**src/rtl/gshare_direction_predictor.sv**
```systemverilog
// rtl/gshare_direction_predictor.sv - gshare branch direction predictor
// PHT of 2-bit counters indexed by PC^GHR; speculative GHR repaired on mispredict.
module gshare_direction_predictor #(
   parameter int ADDR_WIDTH      = 32,
   parameter int PHT_INDEX_WIDTH = 8,
   parameter int HIST_LEN        = 8
) (
   input  logic                       clk,
   input  logic                       rst,
   input  logic                       fetchValid,
   input  logic                       fetchStall,
   input  logic [ADDR_WIDTH-1:0]      fetchPc,
   input  logic                       isBranch,
   output logic                       isBranchTakenPredicted,
   output logic [PHT_INDEX_WIDTH-1:0] predIndex,
   output logic [HIST_LEN-1:0]        predGhr,
   output logic                       ready,
   input  logic                       updateValid,
   input  logic [PHT_INDEX_WIDTH-1:0] updateIndex,
   input  logic                       updateTaken,
   input  logic                       updateMispredict,
   input  logic [HIST_LEN-1:0]        updateGhr
);
   localparam int PHT_ENTRIES = 1 << PHT_INDEX_WIDTH;

   typedef enum logic {ST_INIT, ST_RUN} state_e;

   generate
      if (HIST_LEN < 1 || HIST_LEN > PHT_INDEX_WIDTH) begin : g_bad_hist
         $error("HIST_LEN must lie in 1..PHT_INDEX_WIDTH");
      end
   endgenerate

   state_e                      state_q, state_d;
   logic [PHT_INDEX_WIDTH-1:0]  init_ptr_q, init_ptr_d;
   logic [HIST_LEN-1:0]         ghr_q, ghr_d;
   logic [1:0]                  pht_q [PHT_ENTRIES];

   logic                        pht_we;
   logic [PHT_INDEX_WIDTH-1:0]  pht_waddr;
   logic [1:0]                  pht_wdata;
   logic [PHT_INDEX_WIDTH-1:0]  ghr_ext;
   logic [PHT_INDEX_WIDTH-1:0]  lookup_idx;
   logic [1:0]                  upd_ctr;
   logic [HIST_LEN-1:0]         spec_ghr;
   logic [HIST_LEN-1:0]         repair_ghr;
   logic                        spec_shift;
   logic                        unused_bits;

   always_comb begin
      ghr_ext = '0;
      ghr_ext[HIST_LEN-1:0] = ghr_q;
   end

   assign lookup_idx             = fetchPc[2 +: PHT_INDEX_WIDTH] ^ ghr_ext;
   assign ready                  = (state_q == ST_RUN);
   assign isBranchTakenPredicted = ready & isBranch & fetchValid & pht_q[lookup_idx][1];
   assign predIndex              = lookup_idx;
   assign predGhr                = ghr_q;
   assign upd_ctr                = pht_q[updateIndex];
   assign spec_shift             = fetchValid & isBranch & ~fetchStall;
   assign unused_bits            = ^{fetchPc, updateGhr};

   // A one-bit history has nothing to shift in from, so it is just the newest outcome.
   generate
      if (HIST_LEN == 1) begin : g_hist1
         assign repair_ghr = updateTaken;
         assign spec_ghr   = isBranchTakenPredicted;
      end else begin : g_histn
         assign repair_ghr = {updateGhr[HIST_LEN-2:0], updateTaken};
         assign spec_ghr   = {ghr_q[HIST_LEN-2:0], isBranchTakenPredicted};
      end
   endgenerate

   always_comb begin
      state_d    = state_q;
      init_ptr_d = init_ptr_q;
      ghr_d      = ghr_q;
      pht_we     = 1'b0;
      pht_waddr  = init_ptr_q;
      pht_wdata  = 2'b01;
      case (state_q)
         ST_INIT: begin
            pht_we     = 1'b1;
            init_ptr_d = init_ptr_q + PHT_INDEX_WIDTH'(1);
            if (init_ptr_q == '1) begin
               state_d = ST_RUN;
            end
         end
         ST_RUN: begin
            if (updateValid) begin
               pht_we    = 1'b1;
               pht_waddr = updateIndex;
               if (updateTaken) begin
                  pht_wdata = (upd_ctr == 2'b11) ? 2'b11 : upd_ctr + 2'd1;
               end else begin
                  pht_wdata = (upd_ctr == 2'b00) ? 2'b00 : upd_ctr - 2'd1;
               end
            end
            // Repair wins over any speculative shift from the same cycle.
            if (updateValid & updateMispredict) begin
               ghr_d = repair_ghr;
            end else if (spec_shift) begin
               ghr_d = spec_ghr;
            end
         end
         default: begin
            state_d = ST_INIT;
         end
      endcase
   end

   always_ff @(posedge clk or negedge rst) begin
      if (!rst) begin
         state_q    <= ST_INIT;
         init_ptr_q <= '0;
         ghr_q      <= '0;
      end else begin
         state_q    <= state_d;
         init_ptr_q <= init_ptr_d;
         ghr_q      <= ghr_d;
      end
   end

   // Storage carries no reset so it maps onto a RAM; INIT sweeps it instead.
   always_ff @(posedge clk) begin
      if (pht_we) begin
         pht_q[pht_waddr] <= pht_wdata;
      end
   end
endmodule

```
**config.mk**
```make
export PLATFORM = sky130hd
export DESIGN_NAME = gshare_direction_predictor
export DESIGN_NICKNAME = d
export VERILOG_FILES = /design/src/rtl/gshare_direction_predictor.sv
export SDC_FILE = /design/constraint.sdc
export NUM_CORES = 1
export LEC_CHECK = 0
export BUFFER_PORTS_ARGS = -buffer_cell sky130_fd_sc_hd__buf_2
export CELL_PAD_IN_SITES_DETAIL_PLACEMENT = 1
export CELL_PAD_IN_SITES_GLOBAL_PLACEMENT = 2
export CORE_ASPECT_RATIO = 1.4
export CORE_MARGIN = 2
export CORE_UTILIZATION = 50
export DETAILED_ROUTE_END_ITERATION = 12
export PLACE_DENSITY_LB_ADDON = 0.1
export SYNTH_ARGS = -nofsm -noshare
export SYNTH_HDL_FRONTEND = slang
export SYNTH_SLANG_ARGS = --single-unit
```
**constraint.sdc**
```tcl
create_clock -name clk -period 30.4 [get_ports clk]
set_input_delay 3.04 -clock clk [delete_from_list [all_inputs] [get_ports clk]]
set_output_delay 3.04 -clock clk [all_outputs]
set_load 0.05 [all_outputs]
```
==> impl_metrics.tcl <==
set metrics [dict create \
    synthAdderAreaFrac_pct 0.0972 \
    die-area_mm2 0.0507 \
    ios 74 \
    synth_top_family_by_area "multiplexers" \
    rows 95 \
    crit_path_end_kind "output pin" \
    synth_xor_area_share_pct 0.675 \
    finalClockSkew_ns 0.0156 \
    yosysMostFrequentCell "edfxtp_1" \
    fill_cells 4457 \
    grt_max_degree 121 \
    yosysSeqAreaShare_pct 64.6 \
    syn_nets 1593 \
    fin_nets 1623 \
    synth_edf_count 512 \
    cp_slowest_cell "buf_4" \
    clk-insertion-delay-late_ns 0.59 \
    synth-compound-area-share_pct 4.59 \
    status "finished clean" \
    hold_buffers 0 \
    hold_path.class "reg -> reg" \
    maxCapViolCount 0 \
    dp_cells 2142 \
    wl_per_cell_um 32.9 \
    syn_inst 1536 \
    cts_made_buffers 52 \
    final_max_slew_viol_count 0 \
    grt_overflow 0 \
    cts_tree "yes" \
    period_minus_slack_ns 9.93 \
    arrival_ns 6.89 \
    cp-start-kind "primary input" \
    die_h_um 266 \
    clkSlewWorstSetupHoldPaths_ns 0.06 \
    htreeDepth 2 \
    final_cells 2235 \
    die_w_um 191 \
    slowest_delay_ns 0.77 \
    syn_area_per_cell_um2 15.9 \
    ys_ff_latch 529 \
    synth_flop_cell "edfxtp_1" \
    syn_area_mm2 0.0245 \
    area_growth_pct 9.69 \
    power.density_mw_per_mm2 55.2 \
    track_usage_pct 29.9 \
    gp_congestion 0.832 \
    totalWireLength_mm 73.6 \
    vias_per_cell 6.59 \
    post_cts_buffers 0 \
    ir_drop_mv 0.0476 \
    grt_pass1_wl_mm 107 \
    cts_root_buffer "clkbuf_16" \
    tightest_slew_ns 1.25 \
    criticalPathCategory "in -> out" \
    synth_commonest_cells "edfxtp_1, nor2_1, mux4_2, mux2i_1, nand2_1" \
    crit_required_ns 27.36 \
    cts.sinks 529 \
    slew_headroom_pct 15.7 \
    cts_resized 0 \
    synth_cell_type_count 60 \
    yosysWarnings 0 \
    max_clock_freq_mhz 101 \
    drt_iter0_drc 1343 \
    grt_pass1_vias 15508 \
    num_vias 14733 \
    crit_chain "buf_2 > xor2_4 > buf_4 > buf_4 > mux4_1 > mux4_2 > and3_1 > a31oi_1 > o311ai_0 > o21ai_1 > inv_1 > buf_2" \
    initial_core_util_pct 50.8 \
    synth_mux_area_share_pct 19.6 \
    final_hold_viol_count 0 \
    power_leakage_uw 0.00806 \
    dpl.hpwl_mm 46.1 \
    synth_top_area_cell "edfxtp_1" \
    synth_top_area_share_pct 62.9 \
    synth_area_leaders "edfxtp_1, mux4_2, nor2_1, mux2i_1, mux4_1" \
    drive_gt1_share_pct 20.8 \
    synthSimpleGateAreaFrac_pct 7.61 \
    tns_ns 0 \
    first_pass_iters 5 \
    drc_errors 0 \
    post-route-period-util_pct 32.7 \
    synthArstFlopShare_pct 3.21 \
    clockBufferDepth 3 \
    diodes 0 \
    finalSetupViolCount 0 \
    antenna_found_initial 2 \
    numPortBuffers 48 \
    rsz0062_at_grt "false" \
    final_antenna_net_count 0 \
    crit_fanout 37 \
    core_area_mm2 0.0481 \
]
-- sequential cells by signal, indices dropped and copies added, names as in the netlist --
name	flops
init_ptr_q	8
pht_q	512
predGhr	8
ready	1
-- path summary, 6_finish.rpt --
| path | end | start | cells after the start | slack, ns |
|---|---|---|---|---|
| setup / recovery | isBranchTakenPredicted | fetchPc[2] | 12 | 20.47 |
| max in group asynchronous | ready$_DFF_PN0_ | rst | 1 | 27.66 |
| hold reg to reg | predGhr[7]$_DFFE_PN0P_ | predGhr[7]$_DFFE_PN0P_ | 2 | 0.55 |
| setup reg to reg | pht_q[48][0]$_DFFE_PP_ | pht_q[134][0]$_DFFE_PP_ | 9 | 25.27 |
| min in group asynchronous | predGhr[1]$_DFFE_PN0P_ | rst | 1 | 2.40 |
| hold / removal | predGhr[7]$_DFFE_PN0P_ | predGhr[7]$_DFFE_PN0P_ | 2 | 0.55 |
-- kinds of logic (layout without fill, tap and decap cells) --
kind of cell,Yosys count,in the layout
buffers and inverters,120,189
XOR/XNOR,15,15
AND/OR/NAND/NOR,448,448
multiplexers,263,263
AO/OA/AOI/OAI,159,159
adder cells (fa/ha/maj),2,2
flip-flops,529,529
-- critical path, delay by kind of cell --
| kind | cells | cell delay [ns] |
|---|---|---|
| simple gates | 1 | 0.20 |
| xor+xnor | 1 | 0.13 |
| compound gates | 3 | 0.55 |
| buf+inv | 5 | 1.68 |
| mux | 2 | 1.25 |
-- per-layer routing --
layer | up-vias | global-route usage (%) | share of wire [%] | wire length, um
met5 | - | 0 | 0.048 | 35
met4 | 4 | 12.9 | 4.6 | 3380
met3 | 156 | 4.16 | 5.9 | 4370
met2 | 573 | 51.8 | 52 | 38000
met1 | 7824 | 37.7 | 38 | 27900
li1 | 6176 | - | - | -
-- layout make-up --
class                           instances  area [um^2]  share of cell area [%]
Sequential cell                       529        15800                    58.9
Multi-Input combinational cell        887         8020                    29.9
Clock buffer                           61         1360                    5.06
Tap cell                              630          788                    2.94
Timing Repair Buffer                   85          543                    2.02
Clock inverter                         32          282                    1.05
Inverter                               11         41.3                   0.154
-- placed cells by master, fill, tap and decap left out, types with 26 or more instances in the layout --
cell         n
mux4_2     145
o221ai_1    34
edfxtp_1   512
nor2_1     280
o21ai_0     26
nand3_1     30
mux2i_1     85
buf_2       46
clkbuf_16   53
buf_4       37
nand2_1     74
-- metrics by stage --
step           instance area [um^2]  util [%]  setup slack [ns]  hold slack (ns)  power, uW
6_report                      26800      55.7             20.47            0.552       1480
2_1_floorplan                 24500         -             17.19            0.500        847
4_1_cts                       26800      55.7             20.42            0.548       1490
3_5_place_dp                  25200      52.3             20.42            0.534        868
3_3_place_gp                  25200      52.3             20.40            0.511        868
5_1_grt                       26800      55.7             20.24            0.585       1520
-- power breakdown --
| group | internal, uW | switching [uW] | total (uW) |
|---|---|---|---|
| registers | 787 | 0 | 787 |
| clock network | 360 | 270 | 629 |
| logic | 21.7 | 44.1 | 65.7 |
Power figures use the tool's default switching activity.
